File: config.mk
export PLATFORM = sky130hd
export DESIGN_NAME = clause_array_ctrl
export DESIGN_NICKNAME = d
export VERILOG_FILES = /design/src/rtl/clause_array_ctrl.sv
export SDC_FILE = /design/constraint.sdc
export NUM_CORES = 1
export LEC_CHECK = 0
export ABC_AREA = 1
export CAP_MARGIN = 30
export CORE_MARGIN = 1
export CORE_UTILIZATION = 45
export DETAILED_ROUTE_END_ITERATION = 8
export GPL_TIMING_DRIVEN = 0
export PLACE_DENSITY = 0.85
export SLEW_MARGIN = 20
export SYNTH_ARGS = -nofsm -noshare
export SYNTH_HDL_FRONTEND = slang
export SYNTH_SLANG_ARGS = --single-unit
File: constraint.sdc
create_clock -name clk -period 3.15 [get_ports clk]
set_input_delay 0.63 -clock clk [delete_from_list [all_inputs] [get_ports clk]]
set_output_delay 0.63 -clock clk [all_outputs]
set_load 0.005 [all_outputs]
File: src/rtl/clause_array_ctrl.sv
// Controller for a clause array: clears every row, loads clauses one row per
// transfer, and reads the loaded rows back through a valid/ready stream.
module clause_array_ctrl #(
  parameter int NUM_LITS    = 8,
  parameter int NUM_CLAUSES = 8,
  parameter int WIDTH_CNT   = 4
) (
  input  logic                              clk,
  input  logic                              rst,
  input  logic                              start_load_i,
  input  logic                              clause_valid_i,
  output logic                              clause_ready_o,
  input  logic [NUM_LITS*2-1:0]             clause_i,
  input  logic                              clause_last_i,
  output logic [NUM_CLAUSES-1:0]            wr_o,
  output logic [NUM_LITS*2-1:0]             lit_o,
  input  logic                              start_read_i,
  input  logic [NUM_CLAUSES*NUM_LITS*2-1:0] rd_lit_i,
  output logic                              rd_valid_o,
  input  logic                              rd_ready_i,
  output logic [NUM_LITS*2-1:0]             rd_clause_o,
  output logic                              rd_last_o,
  output logic [WIDTH_CNT-1:0]              num_clauses_o,
  output logic                              busy_o,
  output logic                              done_o,
  output logic                              overflow_o
);

  localparam int LW = NUM_LITS * 2;
  localparam int CW = $clog2(NUM_CLAUSES);
  localparam logic [WIDTH_CNT-1:0]   FULL_CNT = WIDTH_CNT'(NUM_CLAUSES);
  localparam logic [CW-1:0]          LAST_ROW = CW'(NUM_CLAUSES - 1);
  localparam logic [NUM_CLAUSES-1:0] ROW0     = NUM_CLAUSES'(1);

  typedef enum logic [1:0] {IDLE, CLEAR, LOAD, READ} state_t;

  state_t                 state_q, state_d;
  logic [CW-1:0]          clr_idx_q, clr_idx_d;
  logic [WIDTH_CNT-1:0]   cnt_q, cnt_d;
  logic [WIDTH_CNT-1:0]   rd_idx_q, rd_idx_d;
  logic [NUM_CLAUSES-1:0] wr_q, wr_d;
  logic [LW-1:0]          lit_q, lit_d;
  logic                   ready_q, ready_d;
  logic                   rd_valid_q, rd_valid_d;
  logic [LW-1:0]          rd_clause_q, rd_clause_d;
  logic                   rd_last_q, rd_last_d;
  logic                   busy_q, busy_d;
  logic                   done_q, done_d;
  logic                   overflow_q, overflow_d;
  logic [LW-1:0]          rd_row;

  // Row mux for readback; rows past the loaded count are never selected.
  always_comb begin
    rd_row = '0;
    for (int r = 0; r < NUM_CLAUSES; r++) begin
      if (rd_idx_q == WIDTH_CNT'(r)) rd_row = rd_lit_i[r*LW +: LW];
    end
  end

  // NOTE: every variable gets a default before the case so no path leaves it
  // unassigned, which would otherwise infer a latch.
  always_comb begin
    state_d     = state_q;
    clr_idx_d   = clr_idx_q;
    cnt_d       = cnt_q;
    rd_idx_d    = rd_idx_q;
    wr_d        = '0;
    lit_d       = '0;
    rd_valid_d  = rd_valid_q;
    rd_clause_d = rd_clause_q;
    rd_last_d   = rd_last_q;
    done_d      = 1'b0;
    overflow_d  = overflow_q;

    unique case (state_q)
      IDLE: begin
        if (start_load_i) begin
          state_d    = CLEAR;
          cnt_d      = '0;
          clr_idx_d  = '0;
          overflow_d = 1'b0;
          wr_d       = ROW0;
        end else if (start_read_i) begin
          state_d    = READ;
          rd_idx_d   = '0;
          rd_valid_d = 1'b0;
          rd_last_d  = 1'b0;
        end
      end

      CLEAR: begin
        if (clr_idx_q == LAST_ROW) begin
          state_d = LOAD;
        end else begin
          clr_idx_d = clr_idx_q + 1'b1;
          wr_d      = ROW0 << clr_idx_d;
        end
      end

      LOAD: begin
        if (clause_valid_i && ready_q) begin
          wr_d  = ROW0 << cnt_q;
          lit_d = clause_i;
          cnt_d = cnt_q + 1'b1;
          if (clause_last_i) begin
            done_d  = 1'b1;
            state_d = IDLE;
          end
        end else if (cnt_q == FULL_CNT) begin
          // Array filled without a last clause; the final write has landed.
          overflow_d = 1'b1;
          done_d     = 1'b1;
          state_d    = IDLE;
        end
      end

      READ: begin
        if (cnt_q == '0) begin
          done_d  = 1'b1;
          state_d = IDLE;
        end else if (!rd_valid_q) begin
          rd_clause_d = rd_row;
          rd_valid_d  = 1'b1;
          rd_last_d   = (rd_idx_q == cnt_q - 1'b1);
        end else if (rd_ready_i) begin
          rd_valid_d = 1'b0;
          if (rd_last_q) begin
            rd_last_d = 1'b0;
            done_d    = 1'b1;
            state_d   = IDLE;
          end else begin
            rd_idx_d = rd_idx_q + 1'b1;
          end
        end
      end

      default: state_d = IDLE;
    endcase

    ready_d = (state_d == LOAD) && (cnt_d < FULL_CNT);
    busy_d  = (state_d != IDLE);
  end

  // NOTE: sequential state uses non-blocking assignments so every register
  // samples the pre-edge value of its neighbours.
  always_ff @(posedge clk) begin
    if (rst) begin
      state_q     <= IDLE;
      clr_idx_q   <= '0;
      cnt_q       <= '0;
      rd_idx_q    <= '0;
      wr_q        <= '0;
      lit_q       <= '0;
      ready_q     <= 1'b0;
      rd_valid_q  <= 1'b0;
      rd_clause_q <= '0;
      rd_last_q   <= 1'b0;
      busy_q      <= 1'b0;
      done_q      <= 1'b0;
      overflow_q  <= 1'b0;
    end else begin
      state_q     <= state_d;
      clr_idx_q   <= clr_idx_d;
      cnt_q       <= cnt_d;
      rd_idx_q    <= rd_idx_d;
      wr_q        <= wr_d;
      lit_q       <= lit_d;
      ready_q     <= ready_d;
      rd_valid_q  <= rd_valid_d;
      rd_clause_q <= rd_clause_d;
      rd_last_q   <= rd_last_d;
      busy_q      <= busy_d;
      done_q      <= done_d;
      overflow_q  <= overflow_d;
    end
  end

  assign clause_ready_o = ready_q;
  assign wr_o           = wr_q;
  assign lit_o          = lit_q;
  assign rd_valid_o     = rd_valid_q;
  assign rd_clause_o    = rd_clause_q;
  assign rd_last_o      = rd_last_q;
  assign num_clauses_o  = cnt_q;
  assign busy_o         = busy_q;
  assign done_o         = done_q;
  assign overflow_o     = overflow_q;

endmodule

Word-level counts from Yosys, hierarchy flattened
Cells that the tools add are included.

storage, ports and cells
  bits in registers = 59
  logic and storage cells = 123
  output and inout port bits = 50
  input bits = 151

cells by class
  equality and inequality tests = 25
  $add $sub $neg = 4
  multiplexer cells = 58
  shift-type cells = 2
  magnitude comparators = 1
  bitwise gates (word level) = 4
  reduce and logical (&&, ||, !) cells = 16

operators with widths
  operator                                                               number
  16-bit two-way mux                                                     8
  4-bit two-way mux                                                      8
  8-bit one-hot mux with 3 select lines                                  1
  2-bit two-way mux                                                      10
  2-bit inequality test, second input constant                           10
  1-bit two-way mux                                                      19
  4-bit by 3-bit equality test with 1-bit output, second input constant  4
  8-bit two-way mux                                                      2
  4-bit one-hot mux with 2 select lines                                  2
  4-bit by 1-bit adder with 4-bit output, second input constant          2
  4-bit by 2-bit equality test with 1-bit output, second input constant  2
  4-bit zero test                                                        2
  1-bit one-hot mux with 2 select lines                                  4
  2-bit one-hot mux with 4 select lines                                  1
  4-bit AND reduction                                                    2
  2-bit nonzero test                                                     4
  1-bit by 3-bit left shift with 8-bit output, first input constant      1
  1-bit by 4-bit left shift with 8-bit output, first input constant      1
  7-bit AND reduction                                                    1
  2-bit equality test, second input constant                             3
  3-bit two-way mux                                                      2
  3-bit one-hot mux with 2 select lines                                  1
  3-bit AND reduction                                                    2
  5-bit AND reduction                                                    1
  other kinds (13)                                                       17

Longest topological paths before layout
  depth after elaboration = 9
  depth in mapped cells = 13
  depth with buffers taken out = 11

Worst setup path after synthesis
No wires, ideal clock.

  kind = register to register
  from = reg rd_idx_q[0]
  to = reg rd_clause_q[12] (netlist: rd_clause_o[12])
  setup slack = 1.492 ns
  data required time = 3.015 ns
  arrival = 1.523 ns
  cell stages (with the launch flop) = 14
  path through = dfxtp_1 inv_1 ha_1 buf_2 clkbuf_1 nand3b_1 nand2_1 inv_1 nand2_1 nand4_1 nand2_1 nand2_1 nand2_1 a21oi_2

between the ends
  word-level cells in the longest chain between the ends = 9
  elaborated cells on any way between the ends = 16
  those cells by class = eq/ne (7); mux (8); reduce/logical (1)

ends and longest elaborated chain
  element                          RTL line  RTL
  start: declaration               40        logic [WIDTH_CNT-1:0] rd_idx_q, rd_idx_d;
  start signal: assignment         165       rd_idx_q <= rd_idx_d;
  4-bit zero test                  56        if (rd_idx_q == WIDTH_CNT'(r)) rd_row = rd_lit_i[r*LW +: LW];
  16-bit two-way mux (7 in a row)  56
  16-bit two-way mux *             56
  end signal: assignment           170       rd_clause_q <= rd_clause_d;
  end: declaration                 45        logic [LW-1:0] rd_clause_q, rd_clause_d;

Every way passes the cells marked *; elsewhere a longest branch is shown, timed or not.
A chain may end at the register's enable or synchronous reset.

Worst setup path in the final report
  from = reg rd_idx_q[1]
  to = reg rd_clause_q[12] (netlist: rd_clause_o[12])

Same word-level chain as after synthesis.

==> impl_metrics.csv <==
group,metric,value,unit
sta,maxClockFrequency,0.4635,GHz
critical_path,crit_arrival,2.36,ns
global_routing,grt_overflow,0,
place,hpwl,12.28,mm
power,p_per_area,308.5,mW/mm²
logic_synthesis,post_synth_inst_count,678,
logic_synthesis,synthesis.nets,846,
sta,period_minus_slack,2.157,ns
cts,max-clock-path-buffers,2,
drt,drt_pre_antenna_iters,5,
drt,drt_first_iter_violations,300,
cts,cts_resized,0,
critical_path,ff2ff_setup_slack,0.99,ns
cells_and_area,register_area,0.001181,mm²
cts,tritoncts.num_buffers,9,
place,dp_worst_setup_slack,0.8656,ns
cts,clock_tree.root_cell,"clkbuf_8",
power,p_leak,2.961,nW
global_routing,antenna_found_initial,0,
min_path,hold_class,"reg2reg",
logic_synthesis,synth_async_reset_ratio,0,%
sta,finalHoldWorstSlack,0.4687,ns
cts,cts.htree.levels,3,
critical_path,critical-path-top-cell-by-count,"nand2_1",
sta,grt_setup_unrepaired,"false",
cts,cts_sinks,59,
critical_path,crit_path_max_fanout,10,
cells_and_area,multiInputGateArea,0.002350,mm²
drt,route.final.wire_length,14.95,mm
sta,worst_margin_pin_slew,0.6010,ns
cells_and_area,diodes,0,
global_routing,track_usage,31.86,%
floorplan,num_io_pins,201,
drt,ant_nets,0,
critical_path,crit_path_max_incr_delay,0.39,ns
place,placement.cell_area,0.006213,mm²
sta,finalMaxSlewViolations,0,
drt,vias_per_cell,5.125,
power,power.share.combinational,27.0,%
logic_synthesis,seq_area_frac_synth,28.90,%
logic_synthesis,synth_area_leader_cell,"dfxtp_1",
sta,final.setup.tns,0,ns
drt,routed-via-count,5120,
global_routing,grt_max_degree,11,
cts,cts_tree,"done",
global_routing,global_route_wire_length_before_repair,23.91,mm
power,switching_share,27.95,%
power,power.sequential.fraction,39.7,%
sta,finalClockSkew,0.009068,ns
sta,layout_setup_ws,0.9927,ns
logic_synthesis,edff_count_synth,0,
cts,post_cts_buffers,0,
run,drv.max_cap_violation_count,0,
critical_path,timing.critical_path.cells,"inv_1 -> ha_1 -> buf_2 -> clkbuf_1 -> nor2_1 -> nand3_1 -> nand3_1 -> nand2_1 -> nand4_1 -> nand2_1 -> nand2_1 -> nand2_1 -> a21oi_2",
cells_and_area,final.fill_count,756,
sta,timing.final.setup_violations,0,
logic_synthesis,syn_area,0.004086,mm²
logic_synthesis,synth_cell_types,32,
cells_and_area,final_design_area_no_fill,0.006395,mm²
run_status,outcome,"finished clean",
logic_synthesis,netlist_top_cells_area,"dfxtp_1 29%, nand2_1 16%, nor2_1 10%, nand3_1 8.9%, inv_1 8.9%",
sta,slew_headroom,59.93,%
place,portBuffers,199,
floorplan,die_h,97.30,µm
cts,clock_insertion_delay_at_the_later_pin_of_the_skew_report,0.34,ns
floorplan,site_rows,34,
logic_synthesis,synthesis.yosys.warnings,0,
critical_path,critPathSlowestCell,"clkbuf_1",
cells_and_area,syn2layout_area_growth,56.49,%
critical_path,worst-path-buf-inv,3,
floorplan,die-area,0.009466,mm²
floorplan,coreArea,0.008763,mm²
critical_path,worst_setup_path_start_kind,"register",
logic_synthesis,synthDominantCellAreaShare,28.90,%
floorplan,initial_utilization,46.63,%
cells_and_area,num-nets-final,1056,
power,clock_network_fraction_of_design_power,33.3,%
power,ir_worst_vdd,0.2571,mV
critical_path,worstSetupEndpointType,"register",
place,gp_congestion,1.049,
drt,detail_route.drc_violations,0,
sta,layout_worst_path_cycle_share,68.49,%
logic_synthesis,synth-main-ff-cell,"dfxtp_1",
critical_path,critPathRequiredTime,3.35,ns
cells_and_area,layout-drive-gt1-share,5.387,%
drt,route.detailed.wl_per_inst,14.97,µm
logic_synthesis,syn-mean-instance-area,6.027,µm²
floorplan,die_x,97.30,µm
critical_path,timing.critical_path.max_delay_family,"simple AND/OR/NAND/NOR gates",
critical_path,worstSetupPathType,"reg2reg",
power,p_int,1.421,mW
cts,clk_transition_reported_paths,0.07,ns
sta,timing.final.hold_violations,0,
global_routing,vias_in_the_first_global_route,5052,
cts,hold_buffers,0,
logic_synthesis,postSynthRegisterBits,59,
cells_and_area,post_route_core_utilization,72.97,%
power,power.switching,551.3,µW
[cell usage after synthesis, drive strengths merged (2+ instances only)]
master,n
nand3,73
nand3b,15
nor3,4
buf,24
clkbuf,11
xnor2,4
a211oi,5
o2111ai,2
nor2,112
nand2,178
ha,17
nand4,17
inv,99
dfxtp,59
a21oi,34
o21ai,14
xor2,3
[final timing paths]
kind | start | end | cells after the start
max reg2reg | rd_idx_q[1]$_SDFFE_PP0P_ | rd_clause_o[12]$_SDFFE_PP0P_ | 13
min | rd_clause_o[0]$_SDFFE_PP0P_ | rd_clause_o[0]$_SDFFE_PP0P_ | 2
max | rd_idx_q[1]$_SDFFE_PP0P_ | rd_clause_o[12]$_SDFFE_PP0P_ | 13
min reg2reg | rd_clause_o[0]$_SDFFE_PP0P_ | rd_clause_o[0]$_SDFFE_PP0P_ | 2
[flip-flops by register name, summed over array words and instances (netlist names)]
name / count
busy_o: 1
clause_ready_o: 1
clr_idx_q: 3
done_o: 1
lit_o: 16
num_clauses_o: 4
overflow_o: 1
rd_clause_o: 16
rd_idx_q: 4
rd_last_o: 1
rd_valid_o: 1
state_q: 2
wr_o: 8
[final cells by class]
| cell class | instances | area share (%) |
|---|---|---|
| Clock buffer | 11 | 2.211 |
| Timing Repair Buffer | 199 | 31.15 |
| Buffer | 35 | 2.817 |
| Inverter | 100 | 5.870 |
| Sequential cell | 59 | 18.47 |
| Multi-Input combinational cell | 484 | 36.74 |
| Tap cell | 108 | 2.113 |
| Clock inverter | 3 | 0.6261 |
[tightest hold or removal path, delay by kind of cell (launching register included)]
kind	cells	cell delay, ns
flip-flops	1	0.31
AO/OA/AOI/OAI	1	0.05
AND/OR/NAND/NOR	1	0.06
[metrics by stage]
stage               power, mW  cells
detailed placement      1.322    985
global placement        1.311    985
floorplan               1.024    678
global route            2.070    999
finish                  1.973    999
CTS                     1.976    999
[cell families (layout without fill, tap and decap cells)]
family          after synthesis  in the layout  share of synthesized area [%]
flops                        59             59                          28.90
xor+xnor                      7              7                          1.500
compound gates               59             59                          8.420
buf+inv                     135            348                          13.59
fa+ha+maj                    17             17                          5.205
simple gates                401            401                          42.38
[power groups by stage]
stage | combinational [mW] | sequential, mW | clock (mW)
after floorplan | 0.227 | 0.797 | 0
after global placement | 0.514 | 0.797 | 0
after detailed placement | 0.523 | 0.799 | 0
after CTS | 0.527 | 0.783 | 0.666
after global routing | 0.585 | 0.785 | 0.700
final | 0.533 | 0.783 | 0.657
[routing by layer]
layer | GRT usage [%] | part of all wire [%]
met1 | 36.85 | 41
met2 | 57.31 | 49
met3 | 7.770 | 7.4
met4 | 10.52 | 2.8
met5 | 0 | 0
[placed cells by master, fill, tap and decap left out, types with 2 or more instances in the layout]
| master | netlist | layout |
|---|---|---|
| clkdlybuf4s50_1 | 0 | 199 |
| nand2_1 | 175 | 175 |
| nor2_1 | 109 | 109 |
| inv_1 | 97 | 97 |
| nand3_1 | 73 | 73 |
| dfxtp_1 | 59 | 59 |
| a21oi_1 | 30 | 30 |
| nand4_1 | 17 | 17 |
| ha_1 | 17 | 17 |
| buf_2 | 15 | 15 |
| nand3b_1 | 15 | 15 |
| o21ai_0 | 14 | 14 |
| clkbuf_1 | 11 | 12 |
| clkbuf_8 | 0 | 10 |
| buf_4 | 6 | 6 |
| a211oi_1 | 5 | 5 |
| nor3_1 | 4 | 4 |
| a21oi_2 | 4 | 4 |
| xnor2_1 | 4 | 4 |
| xor2_1 | 3 | 3 |
| nand2_2 | 3 | 3 |
| o2111ai_1 | 2 | 2 |
| buf_1 | 2 | 2 |
| nor2_4 | 2 | 2 |
| inv_2 | 2 | 2 |
| clkinv_2 | 0 | 2 |
No activity file was read; power rests on OpenSTA's default activity.
